$ cat src/rtl/tdc_reader_pkg.sv
// Shared types and constants for the TDC FIFO reader.
// Optional frame sync is enabled by defining TDC_READER_SYNC_EN.
package tdc_reader_pkg;

  localparam int TDC_BYTE_W        = 8;
  localparam int TDC_WCOUNT_W      = 16;
  localparam int TDC_SYNC_MARK_BIT = 7;

  typedef enum logic [1:0] {
    S_IDLE,
    S_CAPTURE,
    S_HOLD
  } tdc_reader_state_t;

endpackage

$ cat src/rtl/tdc_fifo_reader_sat_counter.sv
// Saturating incrementer, used for the resync error count.
// Only built when TDC_READER_SYNC_EN is defined.
`ifdef TDC_READER_SYNC_EN
module sat_counter #(
  parameter int W = 8
) (
  input  logic         clk,
  input  logic         rst_n,
  input  logic         inc,
  output logic [W-1:0] count
);

  always_ff @(posedge clk or negedge rst_n) begin
    if (!rst_n) begin
      count <= '0;
    end else if (inc && (count != {W{1'b1}})) begin
      count <= count + 1'b1;
    end
  end

endmodule
`endif

$ cat src/rtl/tdc_fifo_reader.sv
// Pops TDC readout FIFO bytes and packs them into valid/ready words.
// TDC_READER_SYNC_EN: bit 7 of each byte marks the start of a frame.
module tdc_fifo_reader
  import tdc_reader_pkg::*;
#(
  parameter int BYTES_PER_WORD = 3
) (
  input  logic                                SYSCLK,
  input  logic                                RESET_N,
  input  logic                                fifo_data_available,
  output logic                                read_fifo,
  input  logic [TDC_BYTE_W-1:0]               fifo_dout,
  output logic [TDC_BYTE_W*BYTES_PER_WORD-1:0] word_data,
  output logic                                word_valid,
  input  logic                                word_ready,
`ifdef TDC_READER_SYNC_EN
  output logic [7:0]                          sync_errors,
`endif
  output logic [TDC_WCOUNT_W-1:0]             word_count
);

  localparam int WORD_W = TDC_BYTE_W * BYTES_PER_WORD;
  localparam int IDX_W  = $clog2(BYTES_PER_WORD);
  localparam logic [IDX_W-1:0] IDX_LAST =
    IDX_W'(BYTES_PER_WORD - 1);

  tdc_reader_state_t state, state_d;

  logic [IDX_W-1:0]  idx, idx_d;
  logic [WORD_W-1:0] asm_q, asm_d;
  logic              load;
  logic              accept;
  logic              take;
  logic              sync_inc;

  always_comb begin
    state_d   = state;
    idx_d     = idx;
    asm_d     = asm_q;
    read_fifo = 1'b0;
    load      = 1'b0;
    accept    = 1'b0;
    take      = 1'b0;
    sync_inc  = 1'b0;
    unique case (state)
      S_IDLE: begin
        // Reset gating keeps the pop strobe low while held in reset.
        if (fifo_data_available && RESET_N) begin
          read_fifo = 1'b1;
          state_d   = S_CAPTURE;
        end
      end
      S_CAPTURE: begin
        state_d = S_IDLE;
        take    = 1'b1;
`ifdef TDC_READER_SYNC_EN
        if ((idx == '0) && !fifo_dout[TDC_SYNC_MARK_BIT]) begin
          take     = 1'b0;
          sync_inc = 1'b1;
        end else if ((idx != '0) && fifo_dout[TDC_SYNC_MARK_BIT]) begin
          // New frame start mid-word: restart with this byte in slot 0.
          take     = 1'b0;
          sync_inc = 1'b1;
          asm_d    = WORD_W'(fifo_dout);
          idx_d    = IDX_W'(1);
        end
`endif
        if (take) begin
          for (int i = 0; i < BYTES_PER_WORD; i++) begin
            if (idx == IDX_W'(i)) begin
              asm_d[TDC_BYTE_W*i +: TDC_BYTE_W] = fifo_dout;
            end
          end
          if (idx == IDX_LAST) begin
            load    = 1'b1;
            state_d = S_HOLD;
          end else begin
            idx_d = idx + 1'b1;
          end
        end
      end
      S_HOLD: begin
        if (word_valid && word_ready) begin
          accept  = 1'b1;
          idx_d   = '0;
          state_d = S_IDLE;
        end
      end
      default: begin
        state_d = S_IDLE;
        idx_d   = '0;
      end
    endcase
  end

  always_ff @(posedge SYSCLK or negedge RESET_N) begin
    if (!RESET_N) begin
      state <= S_IDLE;
      idx   <= '0;
      asm_q <= '0;
    end else begin
      state <= state_d;
      idx   <= idx_d;
      asm_q <= asm_d;
    end
  end

  always_ff @(posedge SYSCLK or negedge RESET_N) begin
    if (!RESET_N) begin
      word_data  <= '0;
      word_valid <= 1'b0;
      word_count <= '0;
    end else begin
      if (load) begin
        word_data  <= asm_d;
        word_valid <= 1'b1;
      end else if (accept) begin
        word_valid <= 1'b0;
      end
      if (accept) begin
        word_count <= word_count + 1'b1;
      end
    end
  end

`ifdef TDC_READER_SYNC_EN
  sat_counter #(
    .W(8)
  ) u_sync_cnt (
    .clk  (SYSCLK),
    .rst_n(RESET_N),
    .inc  (sync_inc),
    .count(sync_errors)
  );
`else
  logic unused_sync;
  assign unused_sync = sync_inc ^ take;
`endif

endmodule
$ cat config.mk
export PLATFORM = sky130hd
export DESIGN_NAME = tdc_fifo_reader
export DESIGN_NICKNAME = d
export VERILOG_FILES = /design/src/rtl/tdc_reader_pkg.sv /design/src/rtl/tdc_fifo_reader_sat_counter.sv /design/src/rtl/tdc_fifo_reader.sv
export SDC_FILE = /design/constraint.sdc
export NUM_CORES = 1
export LEC_CHECK = 0
export ABC_CLOCK_PERIOD_IN_PS = 2050
export CORE_ASPECT_RATIO = 1.4
export CORE_UTILIZATION = 50
export CTS_CLUSTER_DIAMETER = 60
export CTS_CLUSTER_SIZE = 12
export DETAILED_ROUTE_END_ITERATION = 10
export HOLD_SLACK_MARGIN = 0.03
export MAX_ROUTING_LAYER = met4
export PLACE_DENSITY = 0.75
export SYNTH_ARGS = -nofsm -noshare
export SYNTH_HDL_FRONTEND = slang
export SYNTH_SLANG_ARGS = --single-unit
export TNS_END_PERCENT = 5
$ cat constraint.sdc
create_clock -name SYSCLK -period 2.05 [get_ports SYSCLK]
set_input_delay 0.41 -clock SYSCLK [delete_from_list [all_inputs] [get_ports SYSCLK]]
set_output_delay 0.41 -clock SYSCLK [all_outputs]
set_load 0.01 [all_outputs]
==> results of run 1 <==
[worst paths after layout]
| check | from | end | slack [ns] | cells past startpoint |
|---|---|---|---|---|
| max | word_count[0]$_DFFE_PN0P_ | word_count[0] | 0.27 | 1 |
| min | RESET_N | word_count[13]$_DFFE_PN0P_ | 0.25 | 2 |
| max reg2reg | idx[0]$_DFFE_PN0P_ | word_data[3]$_DFFE_PN0P_ | 0.36 | 6 |
| min reg2reg | word_count[15]$_DFFE_PN0P_ | word_count[15]$_DFFE_PN0P_ | 0.47 | 1 |
| max in group asynchronous | RESET_N | state[1]$_DFFE_PN0P_ | 1.26 | 2 |
| min in group SYSCLK | RESET_N | state[0]$_DFFE_PN0P_ | 0.34 | 3 |
[routing by layer]
layer  vias to the layer above  wire length (µm)
li1                        763                 -
met1                       815              1890
met2                        50              2280
met3                        13               214
met4                         0               130
met5                         -                 0
[sequential cells by signal, indices dropped and copies added, names as in the netlist]
name / cells
idx: 2
asm_q: 16
word_count: 16
state: 2
word_valid: 1
word_data: 24
[power breakdown]
| group | internal, mW | switching (mW) |
|---|---|---|
| combinational | 0.850 | 0.549 |
| sequential | 1.66 | 0.245 |
| clock | 0.627 | 0.461 |
| total | 3.13 | 1.26 |
[layout make-up]
cell class | instances | area, µm² | share of cell area (%)
Clock inverter | 5 | 58.8 | 1.76
Tap cell | 64 | 80.1 | 2.39
Inverter | 6 | 22.5 | 0.673
Sequential cell | 61 | 1530 | 45.7
Clock buffer | 11 | 151 | 4.53
Timing Repair Buffer | 56 | 563 | 16.8
Multi-Input combinational cell | 117 | 941 | 28.1
[repair_timing]
item | CTS | global route
resized for setup | 1 | 1
hold endpoints to repair | 0 | 0
buffers inserted | 0 | 0
endpoints found under the setup margin | 1 | 1
[cell families (layout without fill, tap and decap cells)]
| logic type | Yosys count | in the layout | synth area share (%) |
|---|---|---|---|
| muxes | 33 | 33 | 14.7 |
| adders and majority gates | 4 | 4 | 1.98 |
| AOI/OAI and AO/OA | 5 | 5 | 1.53 |
| xor gates and xnor gates | 15 | 15 | 5.49 |
| buffers and inverters | 11 | 78 | 2.42 |
| and+or+nand+nor | 60 | 60 | 13.5 |
| DFF | 61 | 61 | 60.4 |
[per-stage QoR]
stage	setup slack, ns	instance area [µm²]	utilization [%]	total power [mW]
detailed placement	0.0250	3130	64.7	3.34
floorplan	0.412	2530	-	2.60
finish	0.273	3340	69.1	4.39
global route	0.222	3340	69.1	4.64
CTS	0.0187	3340	69.0	4.45
global placement	0.0431	3130	64.7	3.28
[cells in the final DEF (no fill, tap or decap), drive strengths merged]
cell,instances
dfrtp,61
clkdlybuf4s50,51
nand2,38
mux2,33
clkbuf,11
xnor2,10
inv,6
nand4,5
xor2,5
ha,4
nor3,4
buf,4
nor2,3
and4,3
and3,3
clkinvlp,2
clkinv,2
nor2b,1
and4b,1
and2,1
o21ai,1
nor4,1
o22ai,1
o41ai,1
a31o,1
a32o,1
bufinv,1
dlymetal6s2s,1
==> results.md, run 1 <==
* Max clock buf depth at 2
* Period utilization at 86.7%
* Vias in the first global route at 1654
* Total GRT Usage at 19.8%
* CTS clk-pin slew, worst paths at 0.07 ns
* Die height at 86.1 µm
* Global-route wire length before repair at 7690 µm
* DRC violations left at 0
* Max-slew violation count at 0
* Power Density at 1310 mW/mm²
* Filler cells at 362
* Max incr delay on CP at 0.57 ns
* Final setup TNS at 0 ns
* EDFF count, synth at 0
* Main synth FF type: dfrtp_1
* Max VDD drop at 0.000893 V
* Layout area overhead at 32.3%
* Clock skew at 0.00744 ns
* Most area-consuming cells after synthesis: dfrtp_1 60%, mux2_2 15%, nand2_1 5.3%, xnor2_1 3.5%, ha_1 2.0%
* Layout cells sized above 1 at 26.2%
* CP Buf/Inv Count at 1
* Routability Congestion at 0.736
* Status: completed
* Core Box Area at 0.00484 mm²
* Critical setup path kind: flip-flop to output port
* Crit path cell chain: clkdlybuf4s50_1
* Synthesized cell area at 0.00253 mm²
* Final hold viol count at 0
* Slew margin rel. at 50.2%
* Yosys top cell area share at 60.4%
* GR Overflow Total at 0
* Delay-heaviest family, CP: buffers and inverters
* Initial Util at 52.2%
* Yosys cell types at 31
* CTS Buf Count at 9
* Avg Inst Size Synth at 13.4 µm²
* Number of max-cap violations at 0
* Met3 track demand over resource at 4.39%
* TritonCTS clock tree: built
* Fin crit period at 1.78 ns
* Port bufs at 53
* Leakage power at 1.52 nW
* WP data required at 1.64 ns
* Drt first pass iters at 4
* Vias after detailed routing at 1641
* Nets@finish at 267
* Worst skew pair latency at 0.34 ns
* Yosys warnings at 0
* WL final at 4520 µm
* # rows at 30
* Width of the die at 62.1 µm
* Count leader, synth: dfrtp_1
* RSZ-0062 raised after global routing: false
* Worst hold path type: primary input to async pin
* Final non-filler cell total at 320
* Largest net degree at the start of global routing at 62
* Post-CTS Hold Fix Bufs at 0
* Sequential area share after synthesis at 60.4%
* HPWL Detailed at 3070 µm
* ANT nets after route at 0
* Endpoint type of the worst setup path: output port
* Clk sinks at 61
* Startpoint types: flip-flop
* Placed insts at 304
* Endpoints failing setup at 0
* CTS root buf: clkbuf_8
* Global Route met1 Usage at 22.6%
* Syn Inst Count at 189
* Vias per inst at 5.13
* Num ports at 54
* Hold_ws at 0.247 ns
* Worst-margin pin slew at 0.748 ns
* Worst Path Max Fanout at 5
* Met2 Use GR at 31.4%
* Htree depth at 3
* Initial antenna violation count at 0
* Grt peak-use layer: met2
* Worst EP arrival at 1.37 ns
* Count of state elements after synthesis at 61
* Post-synthesis net count at 205
* Slowest CP cell: clkdlybuf4s50_1
* Die area at 0.00535 mm²
* DRT iter0 DRCs at 73
* Async SR Flop Fraction at 100%
* Antenna diodes at 0
* Commonest cells in the netlist: 61 x dfrtp_1, 36 x nand2_1, 33 x mux2_2, 10 x xnor2_1, 6 x inv_1
* Synth area leader: dfrtp_1
* Routed len/inst at 14.1 µm
* Fmax at 563 MHz
(Power assumes the default switching activity.)
==> run 2: changes to the inputs <==
--- a/config.mk
+++ b/config.mk
@@ -7,13 +7,13 @@
 export LEC_CHECK = 0
 export ABC_CLOCK_PERIOD_IN_PS = 2050
 export CORE_ASPECT_RATIO = 1.4
-export CORE_UTILIZATION = 50
+export CORE_UTILIZATION = 45
 export CTS_CLUSTER_DIAMETER = 60
 export CTS_CLUSTER_SIZE = 12
 export DETAILED_ROUTE_END_ITERATION = 10
 export HOLD_SLACK_MARGIN = 0.03
 export MAX_ROUTING_LAYER = met4
-export PLACE_DENSITY = 0.75
+export PLACE_DENSITY = 0.68
 export SYNTH_ARGS = -nofsm -noshare
 export SYNTH_HDL_FRONTEND = slang
 export SYNTH_SLANG_ARGS = --single-unit
==> run 2 against run 1 <==
Utilization fell by 5.7 points; first-iteration DRC count rose by 4.1%; worst setup slack improved by 0.011 ns; via count fell by 0.55%; wire length rose by 1.8%; die area rose by 11%; critical path type unchanged; critical endpoint unchanged.
==> results.md, run 2 (synthesized netlist as in run 1, its figures left out) <==
* Status: completed
* Fmax at 566 MHz (+0.63%)
* Startpoint types: flip-flop
* Layout cells sized above 1 at 26.2% (unchanged)
* DRC violations left at 0 (unchanged)
* Drt first pass iters at 4 (unchanged)
* Total power at 4.40 mW (+0.16%)
* WP data required at 1.64 ns (about the same)
* Power Density at 1320 mW/mm² (+0.28%)
* Vias in the first global route at 1713 (+3.6%)
* HPWL Detailed at 3140 µm (+2.4%)
* Worst hold path type: primary input to async pin
* RSZ-0062 raised after global routing: false
* ANT nets after route at 0 (unchanged)
* Port bufs at 53 (unchanged)
* Slew margin rel. at 49.8% (-0.38 points)
* CTS root buf: clkbuf_8
* Htree depth at 3 (unchanged)
* Worst skew pair latency at 0.32 ns (-0.02 ns)
* Placed insts at 307 (+0.99%)
* # rows at 31 (+3.3%)
* Vias after detailed routing at 1632 (-0.55%)
* Die height at 90.7 µm (+5.3%)
* Filler cells at 439 (+21%)
* Initial antenna violation count at 0 (unchanged)
* Period utilization at 86.1% (-0.54 points)
* Most frequent cells in the layout: 60 x dfrtp_1, 51 x clkdlybuf4s50_1, 36 x nand2_1, 33 x mux2_2, 12 x clkbuf_8
* Slowest CP cell: clkdlybuf4s50_1
* Final non-filler cell total at 322 (+0.63%)
* Core Box Area at 0.00528 mm² (+8.9%)
* Crit path cell chain: clkdlybuf4s50_1
* Largest registers: word_data x24, asm_q x16, word_count x16
* WL final at 4600 µm (+1.8%)
* Max incr delay on CP at 0.58 ns (about the same)
* Width of the die at 65.4 µm (+5.2%)
* Max-slew violation count at 0 (unchanged)
* Multi-input gate area at 941 µm² (unchanged)
* Fin crit period at 1.77 ns (-0.0112 ns)
* GR Overflow Total at 0 (unchanged)
* Largest register FFs at 24 (unchanged)
* Final Core Density at 63.3% (-5.7 points)
* Routability Congestion at 0.769 (+4.5%)
* Leakage power at 1.53 nW (+0.62%)
* Post-CTS Setup Inserts at 0 (unchanged)
* Num ports at 54 (unchanged)
* Final hold viol count at 0 (unchanged)
* Worst EP arrival at 1.36 ns (about the same)
* Seq. cell area at 0.00153 mm² (unchanged)
* Max VDD drop at 0.000828 V (-7.3%)
* DP Worst Slack at 0.0210 ns (-0.00400 ns)
* Max clock buf depth at 2 (unchanged)
* Endpoints failing setup at 0 (unchanged)
* Initial Util at 47.9% (-4.3 points)
* Clock skew at 0.00594 ns (-0.00149 ns)
* Global-route wire length before repair at 8160 µm (+6.0%)
* CTS clk-pin slew, worst paths at 0.07 ns (about the same)
* Number of max-cap violations at 0 (unchanged)
* Critical Path Source: word_count[0]$_DFFE_PN0P_
* Commonest non-fill, non-tap cell in the layout: dfrtp_1
* Die area at 0.00593 mm² (+11%)
* Largest net degree at the start of global routing at 62 (unchanged)
* Routed len/inst at 14.3 µm (+1.2%)
* Worst Path Max Fanout at 5 (unchanged)
* CP Buf/Inv Count at 1 (unchanged)
* Post-CTS Hold Fix Bufs at 0 (unchanged)
* Critical setup path kind: flip-flop to output port
* Endpoint type of the worst setup path: output port
* Crit path setup slack, layout at 0.284 ns (+0.0112 ns)
* Nets@finish at 268 (+0.37%)
* Final setup TNS at 0 ns (unchanged)
* TritonCTS clock tree: built
* Delay-heaviest family, CP: buffers and inverters
* Total GRT Usage at 19.0% (-0.76 points)
* Antenna diodes at 0 (unchanged)
* Clk sinks at 61 (unchanged)
* CTS Buf Count at 9 (unchanged)
* DRT iter0 DRCs at 76 (+4.1%)
* Biggest register: word_data
* Worst-margin pin slew at 0.753 ns (+0.00577 ns)
* Layout area overhead at 32.1%
* Vias per inst at 5.07 (-1.2%)
* R2r startpoint: idx[0]$_DFFE_PN0P_
[run 2: changes by cell type in the layout (fill, tap and decap cells not counted)]
| cell | before | now |
|---|---|---|
| buf_12 | 1 | 0 |
| clkinvlp_4 | 2 | 0 |
| buf_4 | 2 | 4 |
| clkbuf_8 | 11 | 12 |
[run 2: what timing repair did]
action / in CTS / in global routing
endpoints found under the hold margin: 0 / 0
endpoints found under the setup margin: 0 / 1
resized for setup: 0 / 2
[run 2: final cells by class]
| class | instances | share of cell area, % |
|---|---|---|
| Sequential cell | 61 | 45.7 |
| Multi-Input combinational cell | 117 | 28.2 |
| Timing Repair Buffer | 57 | 16.7 |
| Clock buffer | 12 | 4.94 |
| Tap cell | 66 | 2.47 |
| Clock inverter | 3 | 1.31 |
| Inverter | 6 | 0.674 |
[run 2: worst paths after layout]
| check | end | slack [ns] | cells after the start |
|---|---|---|---|
| min in group SYSCLK | state[0]$_DFFE_PN0P_ | 0.34 | 3 |
| max in group asynchronous | state[1]$_DFFE_PN0P_ | 1.29 | 2 |
| worst max-delay path | word_count[0] | 0.28 | 1 |
| worst max register to register | word_data[15]$_DFFE_PN0P_ | 0.38 | 6 |
| worst min register to register | word_count[15]$_DFFE_PN0P_ | 0.47 | 1 |
| worst min-delay path | state[0]$_DFFE_PN0P_ | 0.24 | 2 |
[run 2: stage by stage]
stage	hold slack, ns	instance area (µm²)
finish	0.243	3340
global placement	0.459	3130
detailed placement	0.460	3130
CTS	0.281	3340
global route	0.333	3340
floorplan	0.114	2530
[run 2: layer usage]
| layer | global-route usage [%] | wire [µm] | vias to the layer above |
|---|---|---|---|
| met2 | 28.4 | 2260 | 43 |
| met1 | 24.1 | 2050 | 812 |
| met4 | 10.3 | 78 | 0 |
| met3 | 3.79 | 217 | 7 |
| li1 | - | - | 770 |
| met5 | - | 0 | - |
[run 2: power breakdown]
part,internal (mW),switching (mW)
clock,0.654,0.438
combinational,0.848,0.562
sequential,1.66,0.238
==> run 3: changes to the inputs <==
--- a/config.mk
+++ b/config.mk
@@ -6,6 +6,7 @@
 export NUM_CORES = 1
 export LEC_CHECK = 0
 export ABC_CLOCK_PERIOD_IN_PS = 2050
+export CAP_MARGIN = 25
 export CORE_ASPECT_RATIO = 1.4
 export CORE_UTILIZATION = 45
 export CTS_CLUSTER_DIAMETER = 60
@@ -16,5 +17,6 @@
 export PLACE_DENSITY = 0.68
 export SYNTH_ARGS = -nofsm -noshare
 export SYNTH_HDL_FRONTEND = slang
+export SYNTH_HIERARCHICAL = 1
 export SYNTH_SLANG_ARGS = --single-unit
 export TNS_END_PERCENT = 5
==> results of run 3 <==
Final layout, timing and power as in run 2 (identical DEF).
Main changes from that run: Yosys warning count 0 -> 6
